[src/rtl/mem_arbiter.sv]
// mem_arbiter: two-master (CPU, DMA) arbiter and sequencer in front of a
// single-ported memory whose read data is registered one edge after the
// address is presented. Each access is IDLE -> ISSUE -> CAPTURE, and the
// master sees a one-cycle ack in CAPTURE.
//
// Ports
//   ph1, reset_b                 clock (posedge) and async active-low reset
//   cpu_req/we/addr/wdata        CPU request; req is held until cpu_ack
//   cpu_ack/rdata/err            CPU completion pulse, read data, error flag
//   dma_*                        same as cpu_* for the DMA/loader master
//   mem_address/rw_sel/wdata     memory port (rw_sel: 1=read, 0=write)
//   mem_wdata_oe                 drive enable for the shared data bus
//   mem_rdata                    registered memory read data
//
// state      | meaning
// -----------+------------------------------------------------------------
// ST_IDLE    | waiting for a request; arbitrate and latch the winner
// ST_ISSUE   | address (and write data for legal writes) on the memory port
// ST_CAPTURE | memory data valid; ack the selected master, latch rdata/err

module mem_arbiter #(
   parameter int unsigned ADDR_W   = 16,
   parameter int unsigned DATA_W   = 8,
   parameter logic [3:0]  RAM_PAGE = 4'h0,
   parameter logic [3:0]  ROM_PAGE = 4'hF
) (
   input  logic              ph1,
   input  logic              reset_b,
   input  logic              cpu_req,
   input  logic              cpu_we,
   input  logic [ADDR_W-1:0] cpu_addr,
   input  logic [DATA_W-1:0] cpu_wdata,
   output logic              cpu_ack,
   output logic [DATA_W-1:0] cpu_rdata,
   output logic              cpu_err,
   input  logic              dma_req,
   input  logic              dma_we,
   input  logic [ADDR_W-1:0] dma_addr,
   input  logic [DATA_W-1:0] dma_wdata,
   output logic              dma_ack,
   output logic [DATA_W-1:0] dma_rdata,
   output logic              dma_err,
   output logic [ADDR_W-1:0] mem_address,
   output logic              mem_rw_sel,
   output logic [DATA_W-1:0] mem_wdata,
   output logic              mem_wdata_oe,
   input  logic [DATA_W-1:0] mem_rdata
);

   typedef enum logic [1:0] {
      ST_IDLE    = 2'd0,
      ST_ISSUE   = 2'd1,
      ST_CAPTURE = 2'd2
   } state_t;

   state_t              state_q, state_d;
   logic                sel_dma_q, sel_dma_d;
   logic                last_dma_q, last_dma_d;
   logic [ADDR_W-1:0]   addr_q, addr_d;
   logic                we_q, we_d;
   logic [DATA_W-1:0]   wdata_q, wdata_d;
   logic [DATA_W-1:0]   cpu_rdata_q, dma_rdata_q;
   logic                cpu_err_q, dma_err_q;

   logic                grant_dma;
   logic [3:0]          page;
   logic                ram_hit, rom_hit, legal_wr, acc_err, capture;

   assign page     = addr_q[ADDR_W-1 -: 4];
   assign ram_hit  = (page == RAM_PAGE);
   assign rom_hit  = (page == ROM_PAGE);
   assign legal_wr = we_q && ram_hit;
   assign acc_err  = (we_q && !ram_hit) || (!ram_hit && !rom_hit);
   assign capture  = (state_q == ST_CAPTURE);

   always_ff @(posedge ph1 or negedge reset_b) begin
      if (!reset_b) begin
         state_q     <= ST_IDLE;
         sel_dma_q   <= 1'b0;
         last_dma_q  <= 1'b1;
         addr_q      <= '0;
         we_q        <= 1'b0;
         wdata_q     <= '0;
         cpu_rdata_q <= '0;
         dma_rdata_q <= '0;
         cpu_err_q   <= 1'b0;
         dma_err_q   <= 1'b0;
      end else begin
         state_q    <= state_d;
         sel_dma_q  <= sel_dma_d;
         last_dma_q <= last_dma_d;
         addr_q     <= addr_d;
         we_q       <= we_d;
         wdata_q    <= wdata_d;
         if (cpu_ack) begin
            if (!we_q) cpu_rdata_q <= mem_rdata;
            cpu_err_q <= acc_err;
         end
         if (dma_ack) begin
            if (!we_q) dma_rdata_q <= mem_rdata;
            dma_err_q <= acc_err;
         end
      end
   end

   always_comb begin
      state_d    = state_q;
      sel_dma_d  = sel_dma_q;
      last_dma_d = last_dma_q;
      addr_d     = addr_q;
      we_d       = we_q;
      wdata_d    = wdata_q;
      // On a tie the master that did not win last time gets the grant.
      grant_dma  = dma_req && (!cpu_req || !last_dma_q);
      case (state_q)
         ST_IDLE: begin
            if (cpu_req || dma_req) begin
               state_d    = ST_ISSUE;
               sel_dma_d  = grant_dma;
               last_dma_d = grant_dma;
               addr_d     = grant_dma ? dma_addr  : cpu_addr;
               we_d       = grant_dma ? dma_we    : cpu_we;
               wdata_d    = grant_dma ? dma_wdata : cpu_wdata;
            end
         end
         ST_ISSUE:   state_d = ST_CAPTURE;
         ST_CAPTURE: state_d = ST_IDLE;
         default:    state_d = ST_IDLE;
      endcase
   end

   // Memory port is decoded from registered state only, so no req reaches it.
   assign mem_address  = addr_q;
   assign mem_wdata    = wdata_q;
   assign mem_wdata_oe = (state_q == ST_ISSUE) && legal_wr;
   assign mem_rw_sel   = !mem_wdata_oe;

   // Read data and error are passed straight through during the ack cycle,
   // then held from the registers until the next access for that master.
   assign cpu_ack   = capture && !sel_dma_q;
   assign dma_ack   = capture &&  sel_dma_q;
   assign cpu_rdata = (cpu_ack && !we_q) ? mem_rdata : cpu_rdata_q;
   assign dma_rdata = (dma_ack && !we_q) ? mem_rdata : dma_rdata_q;
   assign cpu_err   = cpu_ack ? acc_err : cpu_err_q;
   assign dma_err   = dma_ack ? acc_err : dma_err_q;

endmodule

[config.mk]
export PLATFORM = sky130hd
export DESIGN_NAME = mem_arbiter
export DESIGN_NICKNAME = d
export VERILOG_FILES = /design/src/rtl/mem_arbiter.sv
export SDC_FILE = /design/constraint.sdc
export NUM_CORES = 1
export LEC_CHECK = 0
export CAP_MARGIN = 10
export CORE_MARGIN = 5
export CORE_UTILIZATION = 37
export DETAILED_ROUTE_END_ITERATION = 7
export GPL_TIMING_DRIVEN = 0
export HOLD_SLACK_MARGIN = 0.05
export PLACE_DENSITY = 0.78
export SYNTH_ARGS = -nofsm -noshare
export SYNTH_HDL_FRONTEND = slang
export SYNTH_SLANG_ARGS = --single-unit
export TNS_END_PERCENT = 100
[constraint.sdc]
create_clock -name ph1 -period 1.65 [get_ports ph1]
set_input_delay 0.33 -clock ph1 [delete_from_list [all_inputs] [get_ports ph1]]
set_output_delay 0.33 -clock ph1 [all_outputs]
set_load 0.005 [all_outputs]
Word level (Yosys, flattened, before mapping)
Cells that the tools add are included.
{"block": "classes", "n_eq_ne": 4, "mux": 9, "bitwise": 1, "n_reduce_logical": 24}
{"operator": "$mux W8", "count": 3}
{"operator": "$mux W16", "count": 1}
{"operator": "$logic_and A1 B1 Y1", "count": 9}
{"operator": "$logic_not A1 Y1", "count": 7}
{"operator": "$reduce_and A2 Y1", "count": 3}
{"operator": "$eq A4 B4 Y1 const B", "count": 1}
{"operator": "$logic_not A4 Y1", "count": 1}
{"operator": "$pmux W2 S2", "count": 1}
{"operator": "$logic_or A1 B1 Y1", "count": 3}
{"operator": "$mux W1", "count": 3}
{"operator": "$eq A2 B1 Y1 const B", "count": 1}
{"operator": "$eq A2 B2 Y1 const B", "count": 1}
{"operator": "$logic_not A2 Y1", "count": 1}
{"operator": "$mux W2", "count": 1}
{"operator": "$ne A2 B2 Y1 const B", "count": 1}
{"operator": "$not A1 Y1", "count": 1}
{"block": "totals", "reg_bits": 47, "in_bits": 62, "output_inout_bits": 46, "elab_cells": 48}

Longest topological paths before layout
{"block": "depth", "depth_word": 5, "mapped_depth": 6, "mapped_depth_nobuf": 3}

Worst setup path after synthesis
Ideal clock, no wire load.
{"block": "synth_timing", "path_kind": "flip-flop to output port", "startpoint": "reg state_q[0]", "endpoint": "out cpu_rdata[0]", "arrival_time_ns": 1.385, "required_ns": 1.320, "slack_ns": -0.065, "stages_incl_launch_ff": 5, "n_path_buf": 1, "cell_sequence": "dfrtp_1 or3b_4 nor2_8 buf_12 mux2_4"}
{"block": "synth_between", "elab_chain_cells": 4}
{"item": "from (decl)", "line_no": "56", "source": "state_t state_q, state_d;"}
{"item": "from (signal assigned)", "line_no": "89", "source": "state_q <= state_d;"}
{"item": "$eq A2 B2 Y1", "line_no": "74", "source": "assign capture = (state_q == ST_CAPTURE);"}
{"item": "$logic_and A1 B1 Y1", "line_no": "140", "source": "assign cpu_ack = capture && !sel_dma_q;"}
{"item": "$logic_and A1 B1 Y1", "line_no": "142", "source": "assign cpu_rdata = (cpu_ack && !we_q) ? mem_rdata : cpu_rdata_q;"}
{"item": "$mux W8", "line_no": "142"}
{"item": "to (decl)", "line_no": "34", "source": "output logic [DATA_W-1:0] cpu_rdata,"}
No other way between the ends.

Worst setup path in the final report
{"block": "layout_timing", "startpoint": "reg sel_dma_q", "endpoint": "out cpu_rdata[1]"}
{"block": "layout_between", "elab_chain_cells": 4}
{"item": "from (decl)", "line_no": "57", "source": "logic sel_dma_q, sel_dma_d;"}
{"item": "from (signal assigned)", "line_no": "90", "source": "sel_dma_q <= sel_dma_d;"}
{"item": "$logic_not A1 Y1", "line_no": "140"}
{"item": "$logic_and A1 B1 Y1", "line_no": "140"}
{"item": "$logic_and A1 B1 Y1", "line_no": "142"}
{"item": "$mux W8", "line_no": "142"}
No other way between the ends.

==> results.json <==
{
  "synth.net_count": 275,
  "drive_gt1_share_pct": 33.1,
  "seq_area_frac_synth_pct": 52.7,
  "finalWeightedCongestion": 0.723,
  "ant_nets": 0,
  "cts_tree": "built",
  "grt_pass1_vias": 2270,
  "cp.arrival_ns": 1.93,
  "core-area_sq_mm": 0.00589,
  "grtUsageMet3_pct": 6.87,
  "hp-class": "input pin to asynchronous set/reset pin",
  "fp.dieW_um": 87.7,
  "pre_cts_ws_ns": -0.618,
  "ctsHoldBuffers": 0,
  "cp-start-kind": "register",
  "ys_types": 27,
  "cpPeakStageDelay_ns": 0.45,
  "drt_pass1_iterations": 4,
  "layout_min_cycle_time_ns": 2.26,
  "powerDensity_mw_per_mm2": 1690,
  "layout_worst_path_cycle_share_pct": 137,
  "relSlewSlack_pct": 58.4,
  "path_common_cell": "buf_12",
  "fin_nets": 424,
  "drc": 0,
  "num_rows": 28,
  "cp_cell_sequence": "or3b_4, nor2_8, buf_12, buf_12, mux2_4, buf_6",
  "cp_num_buf_inv": 3,
  "diodes": 0,
  "initial_core_util_pct": 38.0,
  "clk_pin_slew_ns": 0.09,
  "ios": 108,
  "maxSlewViolCount": 0,
  "grt_util_met1_pct": 21.3,
  "finClkSkew_ns": 0.00592,
  "drt_iter0_drc": 53,
  "clock-sinks": 47,
  "h-tree-depth": 2,
  "layout.cells.non_filler": 438,
  "setup-violations-final": 26,
  "cts_root_buf": "clkbuf_8",
  "die_h_um": 87.7,
  "required_ns": 1.32,
  "track_usage_pct": 19.0,
  "rsz0062_at_grt": "true",
  "insertion_delay_ns": 0.29,
  "final_util_pct": 67.4,
  "fin_ws_ns": -0.609,
  "final_cell_mix": "82 x clkdlybuf4s50_1, 52 x nand2_1, 44 x dfrtp_1",
  "crit_path_end_kind": "output pin",
  "die_area_sq_mm": 0.00769,
  "drv_cap": 0,
  "yosys_warnings": 0,
  "worst_slew_pin_slew_ns": 0.624,
  "io_buffer_count": 107,
  "grt_max_degree": 26,
  "dp.cells": 396,
  "syn_area_sq_mm": 0.00223,
  "crit_type": "register to output pin",
  "fillers": 458,
  "finalHoldViolCount": 0,
  "route.vias.total": 2135,
  "area_delta_synth_final_pct": 77.5,
  "synthCells": 213,
  "violations": "negative setup slack",
  "whs_ns": 0.0466,
  "crit_fanout": 5,
  "vias_per_cell": 4.87,
  "cp_slowest_cell": "or3b_4",
  "dpl.hpwl_um": 4910,
  "cts_buffer_depth": 2,
  "final_common_cell": "clkdlybuf4s50_1",
  "cp_top_family": "simple AND/OR/NAND/NOR gates",
  "grt_overflow_total": 0,
  "grt_pass1_wl_um": 11400,
  "ys_seq_elements": 47,
  "wl_per_cell_um": 16.7,
  "power_leakage_nw": 1.81,
  "finalWirelength_um": 7310,
  "cts-buffers-inserted": 5,
  "status": "complete, but fails checks",
  "antenna_found_initial": 0,
  "ir_drop_mv": 0.770,
  "use_met2_pct": 35.0,
  "postSynthAreaPerCell_sq_um": 10.5,
  "grt-busiest-layer": "met2",
  "fmax_mhz": 443
}
[kinds of logic after synthesis]
logic type	share of synthesized area, %
AOI/OAI and AO/OA	15.1
and+or+nand+nor	12.8
buffers and inverters	5.65
muxes	13.8
DFF	52.7
[through the flow]
step / total power [mW] / setup TNS, ns / instance area [sq um]
2_1_floorplan: 3.51 / -0.450 / 2230
3_3_place_gp: 5.11 / -66.11 / 3400
3_5_place_dp: 5.21 / -17.59 / 3420
4_1_cts: 6.55 / -10.29 / 3910
5_1_grt: 7.14 / -11.95 / 3970
6_report: 6.70 / -10.40 / 3970
[path summary, 6_finish.rpt]
check	from	endpoint	slack, ns	depth (start not counted)
max	sel_dma_q	cpu_rdata[1]	-0.61	6
min	reset_b	dma_rdata_q[6]	0.05	1
max reg2reg	state_q[1]	dma_rdata_q[0]	-0.46	12
min reg2reg	cpu_err_q	cpu_err_q	0.47	2
max in group asynchronous	reset_b	last_dma_q	1.00	2
min in group ph1	cpu_req	last_dma_q	0.36	2
[layout make-up]
class	instances	area, sq um	share of cell area [%]
clock inverters	2	35.0	0.883
repair buffers	144	1430	36.1
plain buffers	14	116	2.93
flip-flops and latches	47	1180	29.7
well taps	75	93.8	2.37
clock buffers	6	82.6	2.08
multi-input cells	146	1010	25.5
inverters	4	15.0	0.378
[per-layer routing]
| layer | wire [um] | vias up |
|---|---|---|
| met5 | 0 | - |
| li1 | - | 1041 |
| met4 | 19 | 0 |
| met3 | 724 | 2 |
| met2 | 3680 | 91 |
| met1 | 2890 | 1001 |
[power by group]
group	internal (mW)	leakage, nW	total (mW)	switching [mW]
sequential	1.75	0.545	2.13	0.379
combinational	2.28	1.20	3.70	1.43
clock	0.491	0.0612	0.871	0.380
[cells in the mapped netlist]
cell,count,share of area [%]
a21bo_2,1,0.45
inv_1,4,0.67
o21bai_1,1,0.34
a21oi_1,26,5.8
clkbuf_1,6,1.0
or3b_4,1,0.50
a21boi_2,1,0.50
mux2_4,10,6.7
nand4_1,1,0.28
nand2_1,53,8.9
dfrtp_1,46,52
and2_4,1,0.39
buf_12,1,0.90
or2_1,1,0.28
o21ai_0,3,0.67
dfstp_2,1,1.2
a31oi_1,26,7.3
nand3b_1,1,0.34
nor4_1,1,0.28
mux2_2,14,7.1
buf_2,4,0.90
nor2_8,1,0.90
buf_6,4,2.0
nand3_1,1,0.22
and2b_2,1,0.39
buf_1,1,0.17
nor2_1,2,0.34
[sequential cells by signal, summed over array words and instances, names as in the netlist]
register / cells
last_dma_q: 1
cpu_err_q: 1
state_q: 2
dma_err_q: 1
mem_wdata: 8
mem_address: 16
we_q: 1
sel_dma_q: 1
cpu_rdata_q: 8
dma_rdata_q: 8
[timing repair]
item                                   in CTS  in global routing
pin swaps                                   5                  4
gates resized for setup                   125                 28
cloned                                      2                  0
setup buffers                              30                  8
endpoints found under the hold margin       0                  0
setup endpoints to repair                  32                 53
(Power assumes the default switching activity.)
